`config.mk`:
```
export PLATFORM = sky130hd
export DESIGN_NAME = cpu_controller_flat
export DESIGN_NICKNAME = d
export VERILOG_FILES = /design/src/rtl/cpu_controller_pkg.sv /design/src/rtl/cpu_controller_if.sv /design/src/rtl/cpu_controller.sv /design/src/flat_wrapper.sv
export SDC_FILE = /design/constraint.sdc
export NUM_CORES = 1
export LEC_CHECK = 0
export ABC_AREA = 1
export CORE_AREA = 2 2 39 41
export DETAILED_ROUTE_END_ITERATION = 10
export DIE_AREA = 0 0 41 43
export GPL_TIMING_DRIVEN = 0
export HOLD_SLACK_MARGIN = 0.03
export PLACE_DENSITY = 0.61
export REMOVE_ABC_BUFFERS = 1
export SLEW_MARGIN = 40
export SYNTH_ARGS = -nofsm -noshare
export SYNTH_HDL_FRONTEND = slang
export SYNTH_SLANG_ARGS = --single-unit
```
`constraint.sdc`:
```
create_clock -name clk -period 4.1 [get_ports clk]
set_clock_uncertainty 0.2 [all_clocks]
set_input_delay 0.41 -clock clk [delete_from_list [all_inputs] [get_ports clk]]
set_output_delay 0.41 -clock clk [all_outputs]
set_load 0.05 [all_outputs]
```
`src/rtl/cpu_controller_pkg.sv`:
```
// Shared opcode and phase encodings for the RISC CPU control path.
// Reused by the ALU, the decoder and the sequencer.
package cpu_controller_pkg;

  localparam logic [2:0] OP_HLT = 3'd0;
  localparam logic [2:0] OP_SKZ = 3'd1;
  localparam logic [2:0] OP_ADD = 3'd2;
  localparam logic [2:0] OP_AND = 3'd3;
  localparam logic [2:0] OP_XOR = 3'd4;
  localparam logic [2:0] OP_LDA = 3'd5;
  localparam logic [2:0] OP_STO = 3'd6;
  localparam logic [2:0] OP_JMP = 3'd7;

  typedef enum logic [2:0] {
    INST_ADDR  = 3'd0,
    INST_FETCH = 3'd1,
    INST_LOAD  = 3'd2,
    IDLE       = 3'd3,
    OP_ADDR    = 3'd4,
    OP_FETCH   = 3'd5,
    ALU_OP     = 3'd6,
    STORE      = 3'd7
  } phase_t;

  // Instructions that read an operand from memory and write the accumulator.
  function automatic logic is_aluop(input logic [2:0] op);
    return (op == OP_ADD) || (op == OP_AND) || (op == OP_XOR) || (op == OP_LDA);
  endfunction

endpackage

```
`src/rtl/cpu_controller_if.sv`:
```
// Control bundle between the instruction sequencer and the datapath.
// master = sequencer side, slave = datapath side.
interface cpu_controller_if;

  logic [2:0] opcode;
  logic       zero;
  logic       sel;
  logic       rd;
  logic       wr;
  logic       ld_ir;
  logic       inc_pc;
  logic       ld_pc;
  logic       ld_ac;
  logic       data_e;
  logic       halt;
  logic [2:0] phase;

  modport master (
    input  opcode, zero,
    output sel, rd, wr, ld_ir, inc_pc, ld_pc, ld_ac, data_e, halt, phase
  );

  modport slave (
    output opcode, zero,
    input  sel, rd, wr, ld_ir, inc_pc, ld_pc, ld_ac, data_e, halt, phase
  );

endinterface

```
`src/rtl/cpu_controller.sv`:
```
// Eight-phase instruction sequencer: one instruction per eight clocks,
// freezing in OP_FETCH once a HLT has been decoded.
//
// state      | meaning
// INST_ADDR  | PC drives memory address
// INST_FETCH | read instruction
// INST_LOAD  | load IR
// IDLE       | IR load held, opcode settles
// OP_ADDR    | IR address field drives memory, PC increments, HLT decoded
// OP_FETCH   | operand read (ALU ops); parking phase while halted
// ALU_OP     | ALU evaluates, SKZ/JMP/STO act
// STORE      | accumulator load, jump, or memory write
module cpu_controller
  import cpu_controller_pkg::*;
(
  input  logic             clk,
  input  logic             rst_n,
  cpu_controller_if.master bus
);

  phase_t phase_q;
  logic   halt_q;

  always_ff @(posedge clk or negedge rst_n) begin
    if (!rst_n) begin
      phase_q <= INST_ADDR;
      halt_q  <= 1'b0;
    end else if (!halt_q) begin
      if (phase_q == OP_ADDR && bus.opcode == OP_HLT) begin
        halt_q  <= 1'b1;
        phase_q <= OP_FETCH;
      end else begin
        phase_q <= phase_t'(phase_q + 3'd1);
      end
    end
  end

  logic aluop, is_skz, is_jmp, is_sto;

  // Outputs stay combinational so an async reset reaches the strobes at once.
  always_comb begin
    aluop      = is_aluop(bus.opcode);
    is_skz     = (bus.opcode == OP_SKZ);
    is_jmp     = (bus.opcode == OP_JMP);
    is_sto     = (bus.opcode == OP_STO);
    bus.sel    = 1'b0;
    bus.rd     = 1'b0;
    bus.wr     = 1'b0;
    bus.ld_ir  = 1'b0;
    bus.inc_pc = 1'b0;
    bus.ld_pc  = 1'b0;
    bus.ld_ac  = 1'b0;
    bus.data_e = 1'b0;
    if (!halt_q) begin
      case (phase_q)
        INST_ADDR: bus.sel = 1'b1;
        INST_FETCH: begin
          bus.sel = 1'b1;
          bus.rd  = 1'b1;
        end
        INST_LOAD, IDLE: begin
          bus.sel   = 1'b1;
          bus.rd    = 1'b1;
          bus.ld_ir = 1'b1;
        end
        OP_ADDR: bus.inc_pc = 1'b1;
        OP_FETCH: bus.rd = aluop;
        ALU_OP: begin
          bus.rd     = aluop;
          bus.inc_pc = is_skz & bus.zero;
          bus.ld_pc  = is_jmp;
          bus.data_e = is_sto;
        end
        STORE: begin
          bus.rd     = aluop;
          bus.ld_ac  = aluop;
          bus.inc_pc = is_jmp;
          bus.ld_pc  = is_jmp;
          bus.wr     = is_sto;
          bus.data_e = is_sto;
        end
        default: ;
      endcase
    end
  end

  assign bus.halt  = halt_q;
  assign bus.phase = phase_q;

endmodule

```
`src/flat_wrapper.sv`:
```
// flat-port wrapper written by rule: the top's interface ports become plain ports
module cpu_controller_flat import cpu_controller_pkg::*;
  (clk, rst_n, bus_opcode, bus_zero, bus_sel, bus_rd, bus_wr, bus_ld_ir, bus_inc_pc, bus_ld_pc, bus_ld_ac, bus_data_e, bus_halt, bus_phase);
  cpu_controller_if bus_i ();
  input  logic clk;
  input  logic rst_n;
  input wire logic [$bits(bus_i.opcode)-1:0] bus_opcode;
  input wire logic [$bits(bus_i.zero)-1:0] bus_zero;
  output wire logic [$bits(bus_i.sel)-1:0] bus_sel;
  output wire logic [$bits(bus_i.rd)-1:0] bus_rd;
  output wire logic [$bits(bus_i.wr)-1:0] bus_wr;
  output wire logic [$bits(bus_i.ld_ir)-1:0] bus_ld_ir;
  output wire logic [$bits(bus_i.inc_pc)-1:0] bus_inc_pc;
  output wire logic [$bits(bus_i.ld_pc)-1:0] bus_ld_pc;
  output wire logic [$bits(bus_i.ld_ac)-1:0] bus_ld_ac;
  output wire logic [$bits(bus_i.data_e)-1:0] bus_data_e;
  output wire logic [$bits(bus_i.halt)-1:0] bus_halt;
  output wire logic [$bits(bus_i.phase)-1:0] bus_phase;
  assign bus_i.opcode = bus_opcode;
  assign bus_i.zero = bus_zero;
  assign bus_sel = bus_i.sel;
  assign bus_rd = bus_i.rd;
  assign bus_wr = bus_i.wr;
  assign bus_ld_ir = bus_i.ld_ir;
  assign bus_inc_pc = bus_i.inc_pc;
  assign bus_ld_pc = bus_i.ld_pc;
  assign bus_ld_ac = bus_i.ld_ac;
  assign bus_data_e = bus_i.data_e;
  assign bus_halt = bus_i.halt;
  assign bus_phase = bus_i.phase;
  cpu_controller u_core (.clk(clk), .rst_n(rst_n), .bus(bus_i));
endmodule
```
==> flow_summary.yaml, run 1 <==
power:
  pwr-share-comb_pct: 10.8
  p_per_area_mw_per_mm2: 154
  switching_share_pct: 20.6
  p_clk_share_pct: 48.7
  power_mw: 0.0980
  power_switching_mw: 0.0202
  p_leak_nw: 0.305
  peakVddDrop_mv: 0.130
  cell_internal_pwr_mw: 0.0778
  share_seq_of_total_power_pct: 40.5
layout:
  area_growth_pct: 48.7
  finalNonFillerCells: 95
  final_area_um2: 634
  finalNetCount: 93
  nFillCells: 164
  diodes: 0
  drive_gt1_share_pct: 15.2
critical_path:
  start_kind: "flop"
  path_common_cell: "ha_1"
  end_kind: "output port"
  crit_chain: "ha_1, ha_1, inv_1, nor4_1, clkdlybuf4s50_1"
  path_max_fanout: 7
  slowest_stage: "clkdlybuf4s50_1"
  max_stage_delay_ns: 0.84
  path_class: "reg -> out"
  required_ns: 3.49
  arrival_ns: 2.28
floorplanning:
  core-area_mm2: 0.00138
  io_pins: 18
  die-area_mm2: 0.00176
  std_cell_rows: 14
  die_w_um: 41
  initial_utilization_pct: 30.8
  die_h_um: 43
sta:
  fin_setup_tns_ns: 0
  maxSlewHeadroom_pct: 66.5
  max_freq_mhz: 346
  hold_viol_final: 0
  grt_setup_unrepaired: "false"
  tightest_slew_ns: 0.501
  period_needed_ns: 2.89
  setup_viol: 0
  slew_viol_final: 0
  finalCritPeriodShare_pct: 70.6
placed_design:
  port_buffers: 17
  globalplace.congestion: 0.719
  placed_cells: 92
  dpl-instance-area_um2: 612
  place_hpwl_um: 741
route:
  viasPerCell: 4.57
  first_pass_iters: 2
  drt_iter0_markers: 10
  wl_per_cell_um: 10.1
  drt-total-wl_um: 962
  drcViolationCount: 0
  antenna_left: 0
  vias: 434
clocking:
  cts-buffers-inserted: 3
  postCtsSetupBuffers: 0
  clk-insertion-delay-late_ns: 0.23
  cts_tree: "yes"
  clock_tree.root_cell: "clkbuf_4"
  cts.path.max_buffers: 2
  cts_resized: 0
  cts_sinks: 4
  cts.clk_slew.worst_paths_ns: 0.04
  htreeDepth: 1
  ctsHoldBuffers: 0
synth:
  synth_area_leader_cell: "dfrtp_1"
  syn_area_um2: 427
  yosysMostFrequentCell: "nand2_1"
  synth_top_area_share_pct: 23.5
  ys_seq_elements: 4
  synthTopCellsByArea: "dfrtp_1 23%, ha_1 18%, nand2_1 13%, inv_1 6.2%, nand3_1 4.7%"
  yosysUniqueCellTypes: 18
  yosysWarnings: 0
  synth_edf_count: 0
  synth_commonest_cells: "15 x nand2_1, 7 x inv_1, 6 x ha_1, 5 x nor2_1"
  postSynth.asyncResetShare_pct: 100
  yosysSeqAreaShare_pct: 23.5
  synth_flop_cell: "dfrtp_1"
  avgSynthCellArea_um2: 7.11
  syn_inst: 60
grt:
  globalRouteOverflowTotal: 0
  grt_pass1_wl_mm: 1.56
  grt_max_degree: 10
  grtUsageTotal_pct: 13.7
  grt_pass1_vias: 402
  antenna_found_initial: 0
run:
  maxCapViolCount: 0
outcome:
  status: "complete, no violations"
min_path:
  min_path_type: "in -> async"
==> layer usage <==
metal  vias to the layer above  share of wire, %  GRT usage, %
li1                        232                 -             -
met1                       188                44          15.7
met2                        14                50          20.9
met3                         0               5.9          3.14
met4                         0                 0          10.0
met5                         -                 0             0
==> power groups by stage <==
stage	registers (mW)	logic, mW	clock network [mW]
3_3_place_gp	0.0402	0.0106	0
2_1_floorplan	0.0402	0.00393	0
4_1_cts	0.0397	0.0107	0.0513
3_5_place_dp	0.0402	0.0106	0
5_1_grt	0.0397	0.0118	0.0530
6_report	0.0397	0.0106	0.0477
==> critical path: cells and delay by family, from the launching register on <==
family                     cells  cell delay, ns
buffers and inverters          2            0.91
adders and majority gates      2            0.39
and+or+nand+nor                1            0.27
DFF                            1            0.47
==> stage by stage <==
step,util (%),hold WS (ns),setup slack [ns]
after floorplan,-,-0.0856,0.749
after global placement,44.2,0.355,1.33
after detailed placement,44.2,0.361,1.32
after CTS,45.8,0.168,1.20
after global routing,45.8,0.185,1.07
final,45.8,0.172,1.21
==> final timing paths <==
| path | depth (start not counted) | slack [ns] | startpoint | endpoint |
|---|---|---|---|---|
| worst max register to register | 8 | 2.64 | u_core.bus.phase[1]$_DFFE_PN0N_ | u_core.bus.phase[2]$_DFFE_PN0N_ |
| worst min register to register | 2 | 0.38 | u_core.bus.phase[0]$_DFFE_PN0N_ | u_core.bus.phase[0]$_DFFE_PN0N_ |
| worst max-delay path | 5 | 1.21 | u_core.bus.phase[1]$_DFFE_PN0N_ | bus_ld_ac |
| worst min-delay path | 1 | 0.17 | rst_n | u_core.bus.halt$_DFF_PN0_ |
| max in group asynchronous | 1 | 3.37 | rst_n | u_core.bus.phase[2]$_DFFE_PN0N_ |
| min in group clk | 2 | 0.38 | u_core.bus.phase[0]$_DFFE_PN0N_ | u_core.bus.phase[0]$_DFFE_PN0N_ |
==> cells in the final DEF, fill, tap and decap left out, types with 2 or more instances in the layout <==
cell type / synthesis / final
a21oi_1: 3 / 3
inv_1: 7 / 7
clkdlybuf4s50_1: 0 / 17
nor3_1: 3 / 3
nand2_2: 3 / 3
nor2_1: 5 / 5
nand2_1: 15 / 15
dfrtp_1: 4 / 4
o21ai_0: 2 / 2
nand3_1: 4 / 4
clkbuf_4: 0 / 3
ha_1: 6 / 6
==> state kept, by name, indices dropped and copies added, names as in the netlist <==
| register | cells |
|---|---|
| u_core.bus.phase | 3 |
| u_core.bus.halt | 1 |
==> logic make-up after synthesis <==
| kind of cell | synth area share (%) |
|---|---|
| AND/OR/NAND/NOR | 43.4 |
| buffers and inverters | 9.68 |
| adder cells (fa/ha/maj) | 17.6 |
| flip-flops | 23.5 |
| AO/OA/AOI/OAI | 5.86 |
==> area by class of cell <==
type | count | area, um2 | share of cell area, %
flip-flops and latches | 4 | 100 | 15.8
clock buffers | 3 | 22.5 | 3.55
multi-input cells | 46 | 285 | 45.0
repair buffers | 17 | 170 | 26.8
inverters | 9 | 36.3 | 5.72
well taps | 16 | 20.0 | 3.16
(Power assumes the default switching activity.)
==> inputs of run 2 (changes only) <==
Settings changed: PLACE_DENSITY 0.61 to 0.64.
Clock period 4.1 ns to 2.6 ns, I/O delays scaled along.
==> run 2 against run 1 <==
First-iteration DRC count down 50%. Setup slack lost 1.1 ns. Count of clock-buffer cells in the layout did not move. Critical path type unchanged. Sequential cell count unchanged. Non-clock buffer count rose by 1. Wire length up 0.62%. Global-route usage rose by 0.46 points. Cell count grew 1.1%. Worst hold slack gained 0.19 ns. Largest cell class unchanged. Highest routed layer unchanged. Die area did not move.
==> flow_summary.yaml, run 2 (synthesized netlist as in run 1, its figures left out) <==
power:
  p_leak_nw: 0.362
  switching_share_pct: 21.2
  cell_internal_pwr_mw: 0.124
  p_clk_share_pct: 48.8
  pwr-share-comb_pct: 11.4
  share_seq_of_total_power_pct: 39.8
  p_per_area_mw_per_mm2: 243
  power_switching_mw: 0.0334
  peakVddDrop_mv: 0.208
grt:
  grt_max_degree: 10
  met2_usage_pct: 19.7
  grtUsageTotal_pct: 14.2
  antenna_found_initial: 0
  busiest_layer: "met2"
  grtUsageMet1_pct: 18.5
  grt_pass1_vias: 395
  grt_util_met3_pct: 3.14
  grt_pass1_wl_mm: 1.65
  globalRouteOverflowTotal: 0
floorplanning:
  core-area_mm2: 0.00138
  initial_utilization_pct: 30.8
  die-area_mm2: 0.00176
  die_w_um: 41
  die_h_um: 43
  io_pins: 18
  std_cell_rows: 14
critical_path:
  start_kind: "flop"
  path_class: "reg -> out"
  arrival_ns: 1.99
  required_ns: 2.14
  path_max_fanout: 9
  end_kind: "output port"
sta:
  period_needed_ns: 2.45
  max_freq_mhz: 408
  slew_viol_final: 0
  setup_viol: 0
  hold_viol_final: 0
  tightest_slew_ns: 0.539
  maxSlewHeadroom_pct: 64.0
  fin_setup_tns_ns: 0
  finalCritPeriodShare_pct: 94.3
  whs_ns: 0.361
  grt_setup_unrepaired: "false"
route:
  wl_per_cell_um: 10.1
  drt-total-wl_um: 968
  vias: 429
  viasPerCell: 4.47
  antenna_left: 0
  first_pass_iters: 4
  drcViolationCount: 0
  drt_iter0_markers: 5
layout:
  finalNetCount: 94
  drive_gt1_share_pct: 15.0
  final_cell_mix: "15 x nand2_1, 12 x clkdlybuf4s50_1, 7 x inv_1"
  final_area_um2: 646
  largest_register_ffs: 3
  area_growth_pct: 51.3
  diodes: 0
  final_common_cell: "nand2_1"
  finalNonFillerCells: 96
placed_design:
  dpl-instance-area_um2: 612
  placed_cells: 92
  place_hpwl_um: 758
  port_buffers: 17
  globalplace.congestion: 0.766
clocking:
  cts.path.max_buffers: 2
  cts-buffers-inserted: 3
  cts_sinks: 4
  cts_tree: "yes"
  htreeDepth: 1
  cts.clk_slew.worst_paths_ns: 0.04
  clk-insertion-delay-late_ns: 0.23
  clock_tree.root_cell: "clkbuf_4"
  postCtsSetupBuffers: 0
outcome:
  status: "complete, no violations"
run:
  maxCapViolCount: 0
min_path:
  min_path_type: "reg -> reg"
-- run 2: changes by cell type in the layout (fill, tap and decap cells not counted) --
cell / change
dlygate4sd2_1: +3
clkdlybuf4s50_1: -5
dlygate4sd3_1: +1
dlymetal6s2s_1: +2
-- run 2: power groups by stage --
stage / clock network (mW) / registers (mW) / logic [mW]
2_1_floorplan: 0 / 0.0634 / 0.00620
3_3_place_gp: 0 / 0.0634 / 0.0167
3_5_place_dp: 0 / 0.0634 / 0.0168
4_1_cts: 0.0819 / 0.0626 / 0.0179
5_1_grt: 0.0807 / 0.0626 / 0.0196
6_report: 0.0767 / 0.0626 / 0.0179
-- run 2: final cells by class --
| type | count | area (um2) |
|---|---|---|
| fillers | 156 | 738 |
| multi-input cells | 46 | 285 |
| repair buffers | 18 | 181 |
| flip-flops and latches | 4 | 100 |
| inverters | 9 | 36.3 |
| clock buffers | 3 | 22.5 |
| well taps | 16 | 20.0 |
-- run 2: final timing paths --
path,slack (ns),end,start,depth (start not counted)
max,0.15,bus_ld_pc,u_core.bus.halt$_DFF_PN0_,4
min,0.36,u_core.bus.phase[0]$_DFFE_PN0N_,u_core.bus.phase[0]$_DFFE_PN0N_,2
max reg2reg,1.14,u_core.bus.phase[2]$_DFFE_PN0N_,u_core.bus.phase[1]$_DFFE_PN0N_,8
min reg2reg,0.36,u_core.bus.phase[0]$_DFFE_PN0N_,u_core.bus.phase[0]$_DFFE_PN0N_,2
max in group asynchronous,1.46,u_core.bus.phase[1]$_DFFE_PN0N_,rst_n,2
min in group asynchronous,0.58,u_core.bus.halt$_DFF_PN0_,rst_n,2
-- run 2: metrics by stage --
stage	util (%)	setup slack, ns	total power, mW
after global routing	46.7	0.000281	0.163
after detailed placement	44.2	0.0886	0.0802
final	46.7	0.149	0.157
after global placement	44.2	0.0788	0.0801
after floorplan	-	-0.601	0.0696
after CTS	46.3	0.0183	0.162
-- run 2: worst max-delay path: stages, from the launching register on --
cell	delay, ns
dfrtp_1	0.50
inv_4	0.15
nand3_2	0.11
nor3_1	0.17
clkdlybuf4s50_1	0.83
-- run 2: timing repair --
action                     CTS  global route
hold endpoints to repair     4             0
setup endpoints to repair    3             2
hold buffers                 1             0
gates resized for setup      3             2
-- run 2: routing by layer --
metal | part of all wire (%) | routed length, um
met1 | 46 | 449
met2 | 50 | 486
met3 | 3.3 | 32
met4 | 0 | 0
met5 | 0 | 0
==> inputs of run 3 (changes only) <==
Settings changed: CAP_MARGIN set to 0.
==> results of run 3 <==
No change in the layout: final DEF, timing and power equal those of run 2.
